==> config.mk <==
export PLATFORM = sky130hd
export DESIGN_NAME = mem_port_arbiter_flat
export DESIGN_NICKNAME = d
export VERILOG_FILES = /design/src/rtl/mem_port_arbiter_if.sv /design/src/rtl/mem_port_arbiter.sv /design/src/flat_wrapper.sv
export SDC_FILE = /design/constraint.sdc
export NUM_CORES = 1
export LEC_CHECK = 0
export BUFFER_PORTS_ARGS = -buffer_cell sky130_fd_sc_hd__buf_2
export CAP_MARGIN = 25
export CORE_MARGIN = 3
export CORE_UTILIZATION = 30
export CTS_BUF_LIST = sky130_fd_sc_hd__clkbuf_8
export DETAILED_ROUTE_END_ITERATION = 7
export PLACE_DENSITY = 0.59
export SETUP_SLACK_MARGIN = 0.05
export SYNTH_ARGS = -nofsm -noshare
export SYNTH_HDL_FRONTEND = slang
export SYNTH_SLANG_ARGS = --single-unit
==> constraint.sdc <==
create_clock -name clock -period 4.2 [get_ports clock]
set_clock_uncertainty 0.05 [all_clocks]
set_input_delay 0.84 -clock clock [delete_from_list [all_inputs] [get_ports clock]]
set_output_delay 0.84 -clock clock [all_outputs]
set_load 0.01 [all_outputs]
==> src/rtl/mem_port_arbiter_if.sv <==
// mem_port_arbiter_if: bundle of the instruction/data requester handshakes
// and the RAM port that mem_port_arbiter sits between.
//   slave  - the arbiter's view (requests and RAM read data in; grants,
//            refill beats and RAM address/write controls out)
//   master - the view of whatever drives the requests and models the RAM
interface mem_port_arbiter_if;
    // instruction-cache refill side
    logic        i_req;
    logic [31:0] i_addr;
    logic        i_grant;
    logic        i_rvalid;
    logic [31:0] i_rdata;
    logic        i_done;

    // data-cache refill/store side
    logic        d_req;
    logic        d_we;
    logic [31:0] d_addr;
    logic [31:0] d_wdata;
    logic        d_grant;
    logic        d_rvalid;
    logic [31:0] d_rdata;
    logic        d_done;

    // shared RAM port (combinational read, synchronous write)
    logic [31:0] mem_address;
    logic [31:0] mem_value;
    logic        mem_write;
    logic [31:0] mem_data;

    modport slave (
        input  i_req, i_addr,
        output i_grant, i_rvalid, i_rdata, i_done,
        input  d_req, d_we, d_addr, d_wdata,
        output d_grant, d_rvalid, d_rdata, d_done,
        output mem_address, mem_value, mem_write,
        input  mem_data
    );

    modport master (
        output i_req, i_addr,
        input  i_grant, i_rvalid, i_rdata, i_done,
        output d_req, d_we, d_addr, d_wdata,
        input  d_grant, d_rvalid, d_rdata, d_done,
        input  mem_address, mem_value, mem_write,
        output mem_data
    );
endinterface

==> src/rtl/mem_port_arbiter.sv <==
// mem_port_arbiter: shares one RAM port between the I-cache refill side and
// the D-cache refill/store side. Each transaction is a LINE_WORDS-beat
// aligned read burst or a single-word write, followed by one turnaround
// cycle before the port can be granted again.
//
// Optional build macro ARB_ROUND_ROBIN_EN: when defined, simultaneous
// requests alternate based on which side was granted last; when undefined
// the data side always wins a tie.
module mem_port_arbiter #(
    parameter int LINE_WORDS = 4,
    parameter int CNT_W      = 4
) (
    input  logic          clock,
    input  logic          reset,
    mem_port_arbiter_if.slave bus
);

    localparam logic [2:0] S_IDLE   = 3'd0;
    localparam logic [2:0] S_IBURST = 3'd1;
    localparam logic [2:0] S_DBURST = 3'd2;
    localparam logic [2:0] S_DWRITE = 3'd3;
    localparam logic [2:0] S_DONE   = 3'd4;

    // byte-offset bits inside one line; clearing them gives the line base
    localparam int             OFF_W     = $clog2(LINE_WORDS * 4);
    localparam logic [31:0]    LINE_MASK = ~((32'd1 << OFF_W) - 32'd1);
    localparam logic [CNT_W-1:0] LAST_BEAT = CNT_W'(LINE_WORDS - 1);

    logic [2:0]       state, state_nxt;
    logic [CNT_W-1:0] beat;
    logic [31:0]      addr_q;
    logic [31:0]      wdata_q;

    logic             i_grant_q, d_grant_q;
    logic             i_rvalid_q, d_rvalid_q;
    logic [31:0]      i_rdata_q, d_rdata_q;
    logic             i_done_q, d_done_q;

    logic             pick_i, pick_d;
    logic             start_i, start_d;
    logic             in_burst, last_beat;

    logic [31:0]      line_base;
    logic [31:0]      beat_off;

`ifdef ARB_ROUND_ROBIN_EN
    // 1 = data side held the most recent grant, 0 = instruction side
    logic             last_d;

    // a tie goes to whichever side was not served last
    always_comb begin
        pick_d = bus.d_req && (!bus.i_req || !last_d);
        pick_i = bus.i_req && !pick_d;
    end

    // remember the side of every grant so the next tie alternates
    always_ff @(posedge clock) begin
        if (reset)
            last_d <= 1'b0;
        else if (start_d)
            last_d <= 1'b1;
        else if (start_i)
            last_d <= 1'b0;
    end
`else
    // data side has fixed priority on a tie
    always_comb begin
        pick_d = bus.d_req;
        pick_i = bus.i_req && !bus.d_req;
    end
`endif

    assign start_d   = (state == S_IDLE) && pick_d;
    assign start_i   = (state == S_IDLE) && pick_i;
    assign in_burst  = (state == S_IBURST) || (state == S_DBURST);
    assign last_beat = in_burst && (beat == LAST_BEAT);

    // next-state selection; requests are only looked at in IDLE
    always_comb begin
        state_nxt = state;
        case (state)
            S_IDLE: begin
                if (pick_d)
                    state_nxt = bus.d_we ? S_DWRITE : S_DBURST;
                else if (pick_i)
                    state_nxt = S_IBURST;
            end
            S_IBURST, S_DBURST: begin
                if (beat == LAST_BEAT)
                    state_nxt = S_DONE;
            end
            S_DWRITE: state_nxt = S_DONE;
            S_DONE:   state_nxt = S_IDLE;
            default:  state_nxt = S_IDLE;
        endcase
    end

    // state register and beat counter; counter rewinds on the last beat
    always_ff @(posedge clock) begin
        if (reset) begin
            state <= S_IDLE;
            beat  <= '0;
        end else begin
            state <= state_nxt;
            if (in_burst)
                beat <= last_beat ? '0 : beat + 1'b1;
            else
                beat <= '0;
        end
    end

    // capture the winner's address and store data at grant time so later
    // changes on the request inputs cannot disturb a running transaction
    always_ff @(posedge clock) begin
        if (reset) begin
            addr_q  <= '0;
            wdata_q <= '0;
        end else if (start_d) begin
            addr_q  <= bus.d_addr;
            wdata_q <= bus.d_wdata;
        end else if (start_i) begin
            addr_q  <= bus.i_addr;
        end
    end

    // grants rise when leaving IDLE and fall on the turnaround edge
    always_ff @(posedge clock) begin
        if (reset) begin
            i_grant_q <= 1'b0;
            d_grant_q <= 1'b0;
        end else if (start_d) begin
            d_grant_q <= 1'b1;
        end else if (start_i) begin
            i_grant_q <= 1'b1;
        end else if (state == S_DONE) begin
            i_grant_q <= 1'b0;
            d_grant_q <= 1'b0;
        end
    end

    // instruction-side beats: registered copy of RAM data, one-cycle
    // rvalid per beat, done alongside the final rvalid
    always_ff @(posedge clock) begin
        if (reset) begin
            i_rvalid_q <= 1'b0;
            i_rdata_q  <= '0;
            i_done_q   <= 1'b0;
        end else begin
            i_rvalid_q <= (state == S_IBURST);
            i_done_q   <= (state == S_IBURST) && last_beat;
            if (state == S_IBURST)
                i_rdata_q <= bus.mem_data;
        end
    end

    // data-side beats and write completion
    always_ff @(posedge clock) begin
        if (reset) begin
            d_rvalid_q <= 1'b0;
            d_rdata_q  <= '0;
            d_done_q   <= 1'b0;
        end else begin
            d_rvalid_q <= (state == S_DBURST);
            d_done_q   <= ((state == S_DBURST) && last_beat) ||
                          (state == S_DWRITE);
            if (state == S_DBURST)
                d_rdata_q <= bus.mem_data;
        end
    end

    assign line_base = addr_q & LINE_MASK;
    assign beat_off  = {{(30 - CNT_W){1'b0}}, beat, 2'b00};

    // RAM port drive; idle states park everything at zero and the write
    // enable is held off during reset so a reset cycle never writes
    always_comb begin
        bus.mem_address = '0;
        bus.mem_value   = '0;
        bus.mem_write   = 1'b0;
        case (state)
            S_IBURST, S_DBURST: begin
                bus.mem_address = line_base + beat_off;
            end
            S_DWRITE: begin
                bus.mem_address = {addr_q[31:2], 2'b00};
                bus.mem_value   = wdata_q;
                bus.mem_write   = !reset;
            end
            default: ;
        endcase
    end

    assign bus.i_grant  = i_grant_q;
    assign bus.i_rvalid = i_rvalid_q;
    assign bus.i_rdata  = i_rdata_q;
    assign bus.i_done   = i_done_q;
    assign bus.d_grant  = d_grant_q;
    assign bus.d_rvalid = d_rvalid_q;
    assign bus.d_rdata  = d_rdata_q;
    assign bus.d_done   = d_done_q;

endmodule

==> src/flat_wrapper.sv <==
// flat-port wrapper written by rule: the top's interface ports become plain ports
module mem_port_arbiter_flat 
#(
    parameter int LINE_WORDS = 4,
    parameter int CNT_W      = 4
)
  (clock, reset, bus_i_req, bus_i_addr, bus_i_grant, bus_i_rvalid, bus_i_rdata, bus_i_done, bus_d_req, bus_d_we, bus_d_addr, bus_d_wdata, bus_d_grant, bus_d_rvalid, bus_d_rdata, bus_d_done, bus_mem_address, bus_mem_value, bus_mem_write, bus_mem_data);
  mem_port_arbiter_if bus_i ();
  input  logic clock;
  input  logic reset;
  input wire logic [$bits(bus_i.i_req)-1:0] bus_i_req;
  input wire logic [$bits(bus_i.i_addr)-1:0] bus_i_addr;
  output wire logic [$bits(bus_i.i_grant)-1:0] bus_i_grant;
  output wire logic [$bits(bus_i.i_rvalid)-1:0] bus_i_rvalid;
  output wire logic [$bits(bus_i.i_rdata)-1:0] bus_i_rdata;
  output wire logic [$bits(bus_i.i_done)-1:0] bus_i_done;
  input wire logic [$bits(bus_i.d_req)-1:0] bus_d_req;
  input wire logic [$bits(bus_i.d_we)-1:0] bus_d_we;
  input wire logic [$bits(bus_i.d_addr)-1:0] bus_d_addr;
  input wire logic [$bits(bus_i.d_wdata)-1:0] bus_d_wdata;
  output wire logic [$bits(bus_i.d_grant)-1:0] bus_d_grant;
  output wire logic [$bits(bus_i.d_rvalid)-1:0] bus_d_rvalid;
  output wire logic [$bits(bus_i.d_rdata)-1:0] bus_d_rdata;
  output wire logic [$bits(bus_i.d_done)-1:0] bus_d_done;
  output wire logic [$bits(bus_i.mem_address)-1:0] bus_mem_address;
  output wire logic [$bits(bus_i.mem_value)-1:0] bus_mem_value;
  output wire logic [$bits(bus_i.mem_write)-1:0] bus_mem_write;
  input wire logic [$bits(bus_i.mem_data)-1:0] bus_mem_data;
  assign bus_i.i_req = bus_i_req;
  assign bus_i.i_addr = bus_i_addr;
  assign bus_i_grant = bus_i.i_grant;
  assign bus_i_rvalid = bus_i.i_rvalid;
  assign bus_i_rdata = bus_i.i_rdata;
  assign bus_i_done = bus_i.i_done;
  assign bus_i.d_req = bus_d_req;
  assign bus_i.d_we = bus_d_we;
  assign bus_i.d_addr = bus_d_addr;
  assign bus_i.d_wdata = bus_d_wdata;
  assign bus_d_grant = bus_i.d_grant;
  assign bus_d_rvalid = bus_i.d_rvalid;
  assign bus_d_rdata = bus_i.d_rdata;
  assign bus_d_done = bus_i.d_done;
  assign bus_mem_address = bus_i.mem_address;
  assign bus_mem_value = bus_i.mem_value;
  assign bus_mem_write = bus_i.mem_write;
  assign bus_i.mem_data = bus_mem_data;
  mem_port_arbiter #(.LINE_WORDS(LINE_WORDS), .CNT_W(CNT_W)) u_core (.clock(clock), .reset(reset), .bus(bus_i));
endmodule
==> flow_summary.ini <==
[grt]
grt_use_total_pct = 17.9
first_global_vias = 6259
antenna_found_initial = 1
overflow = 0
grt_max_degree = 76
grt_pass1_wl_um = 32200

[sta]
relSlewSlack_pct = 33.1
timing.final.crit_share_pct = 88.8
maxSlewViolCount = 0
whs_ps = 400
hold_viol_final = 0
setup_slack_ps = 471
setup_viol = 0
setup_tns_ps = 0
period_needed_ps = 3730
tightest_slew_ps = 1000
rsz0062_at_grt = no
max_freq_ghz = 0.268

[worst_setup_path]
cp-end-kind = output port
path_class = register to output port
cp_data_arrival_time_ps = 2840
cp_max_fo = 20
worst_ep_required_time_ps = 3310
critPathLaunchType = register

[pwr]
irDropWorstVdd_v = 0.000290
p_leak_nw = 3.62
power_density_nw_per_um2 = 626

[synthesis]
synth-seq-cells = 139
syn_area_um2 = 6180
seq_area_frac_synth_pct = 45.0
synthTopCellsByArea = dfxtp_1 (45%), nand2_1 (16%), a21oi_1 (8.7%)
synth_top_area_share_pct = 45.0
syn_avg_cell_area_um2 = 7.49
synth.largest_area_cell = dfxtp_1
async_flop_share_pct = 0
synth_ff_type = dfxtp_1
synthCells = 825
ys_types = 48
yosys_warnings = 0
synth_edf_count = 0

[finish]
drive_above_1_share_pct = 30.0
fillers = 2143
num_antenna_cells = 0
fin_nets = 1186
area_growth_pct = 30.6
layout_commonest_cell = nand2_1
layout_common_cells = nand2_1 (270), buf_2 (260), dfxtp_1 (139), a21oi_1 (108), nor2_1 (57)
fin_util_pct = 40.7

[drt]
first_pass_iters = 5
wl_per_cell_um = 15.4
drc = 0
drtAntennaViolNets = 0
wirelength_um = 20500
vias = 6424
viasPerCell = 4.84
drt-initial-drc-count = 250

[placed_design]
portBuffers = 261
dp_slack_ps = 975
routabilityCongestion = 0.810
hpwl_um = 13900

[floorplanning]
core_um2 = 19800
die_w_um = 150
start_util_pct = 31.2
rows = 51
io_pins = 268
dieHeight_um = 150
die_area_um2 = 22400

[cts]
htreeDepth = 4
numCtsBuffers = 17
hold_buffers = 0
cts_tree = built
clkLatencyLatePin_ps = 450
clock-sinks = 139
clockRootBuffer = clkbuf_8
cts_resized = 0
clkTransAtPathRegs_ps = 90
clockBufferDepth = 2
postCtsSetupRepairBufs = 0

[worst_hold_path]
min_path_type = register to register

[flow_run]
cap_violations = 0

[outcome]
status = finished clean
metrics by stage:
stage	power [mW]	cell area [um^2]	std cells
after floorplan	3.25	6190	826
after global placement	3.94	7650	1294
after detailed placement	3.96	7650	1294
after CTS	5.11	8040	1326
after global routing	5.45	8070	1327
final	5.05	8070	1327
routing by layer:
metal,routed length (um),global-route usage [%]
met3,2140,7.18
met2,9750,31.0
met5,8,0
met1,8340,20.7
met4,243,4.85
synthesized netlist by cell type (2+ instances only):
cell type  count
a211oi_1       2
a21oi_1      108
a22o_1         4
a311oi_1      30
a31oi_1        5
and2_1        33
and3_1         2
buf_2         12
buf_4          2
clkbuf_1      53
dfxtp_1      139
ha_1           3
inv_1          6
nand2_1      271
nand3_1       15
nand4_1        8
nor2_1        58
nor2b_1        2
nor3_1         6
nor3b_1        3
nor4_1         3
nor4_2         2
nor4b_1        2
o211ai_1       4
o21ai_0        9
o22ai_1        3
o311ai_0       2
o41ai_1        2
or3b_2         3
or4_1          4
xnor2_1        3
xor2_1        10
power breakdown:
part	switching, mW	internal [mW]
clock	0.614	0.509
sequential	0.345	1.68
combinational	1.21	0.697
worst max-delay path: stages (launching register included):
cell and delay, ps:
dfxtp_1 560, xor2_1 160, nor2b_1 160, buf_4 240, nor2_1 750, nor2_1 70, mux2_2 310, buf_2 140
layout make-up:
class	instances	area [um^2]	area share (%)
Clock buffer	18	248	3.07
Clock inverter	14	148	1.83
Inverter	6	22.5	0.279
Multi-Input combinational cell	614	3140	38.8
Sequential cell	139	2780	34.5
Tap cell	265	332	4.11
Timing Repair Buffer	271	1400	17.4
registers in the layout (all words and copies together), names as in the netlist:
| name | count |
|---|---|
| u_core.bus.d_grant | 1 |
| u_core.bus.d_rdata | 32 |
| u_core.state | 3 |
| u_core.wdata_q | 32 |
| u_core.addr_q | 30 |
| u_core.beat | 4 |
| u_core.bus.d_rvalid | 1 |
| u_core.bus.i_rvalid | 1 |
| u_core.bus.i_rdata | 32 |
| u_core.bus.i_done | 1 |
| u_core.bus.i_grant | 1 |
| u_core.bus.d_done | 1 |
logic make-up (layout without fill, tap and decap cells):
| group | after synthesis | in the layout | share of synthesized area, % |
|---|---|---|---|
| XOR/XNOR | 13 | 13 | 1.84 |
| adder cells (fa/ha/maj) | 4 | 4 | 0.931 |
| buffers and inverters | 73 | 309 | 4.80 |
| other | 1 | 2 | 0.0607 |
| AO/OA/AOI/OAI | 174 | 174 | 17.0 |
| AND/OR/NAND/NOR | 419 | 419 | 30.0 |
| flip-flops | 139 | 139 | 45.0 |
| multiplexers | 2 | 2 | 0.344 |
path summary, 6_finish.rpt:
check                          from             endpoint  slack (ps)  depth (start not counted)
setup / recovery    u_core.state[0]  bus_mem_address[23]         470                          7
hold / removal    u_core.wdata_q[9]    u_core.wdata_q[9]         400                          2
setup reg to reg    u_core.state[2]     u_core.addr_q[5]        1730                          5
hold reg to reg   u_core.wdata_q[9]    u_core.wdata_q[9]         400                          2
Note: power is estimated with default switching activity, not from simulation.
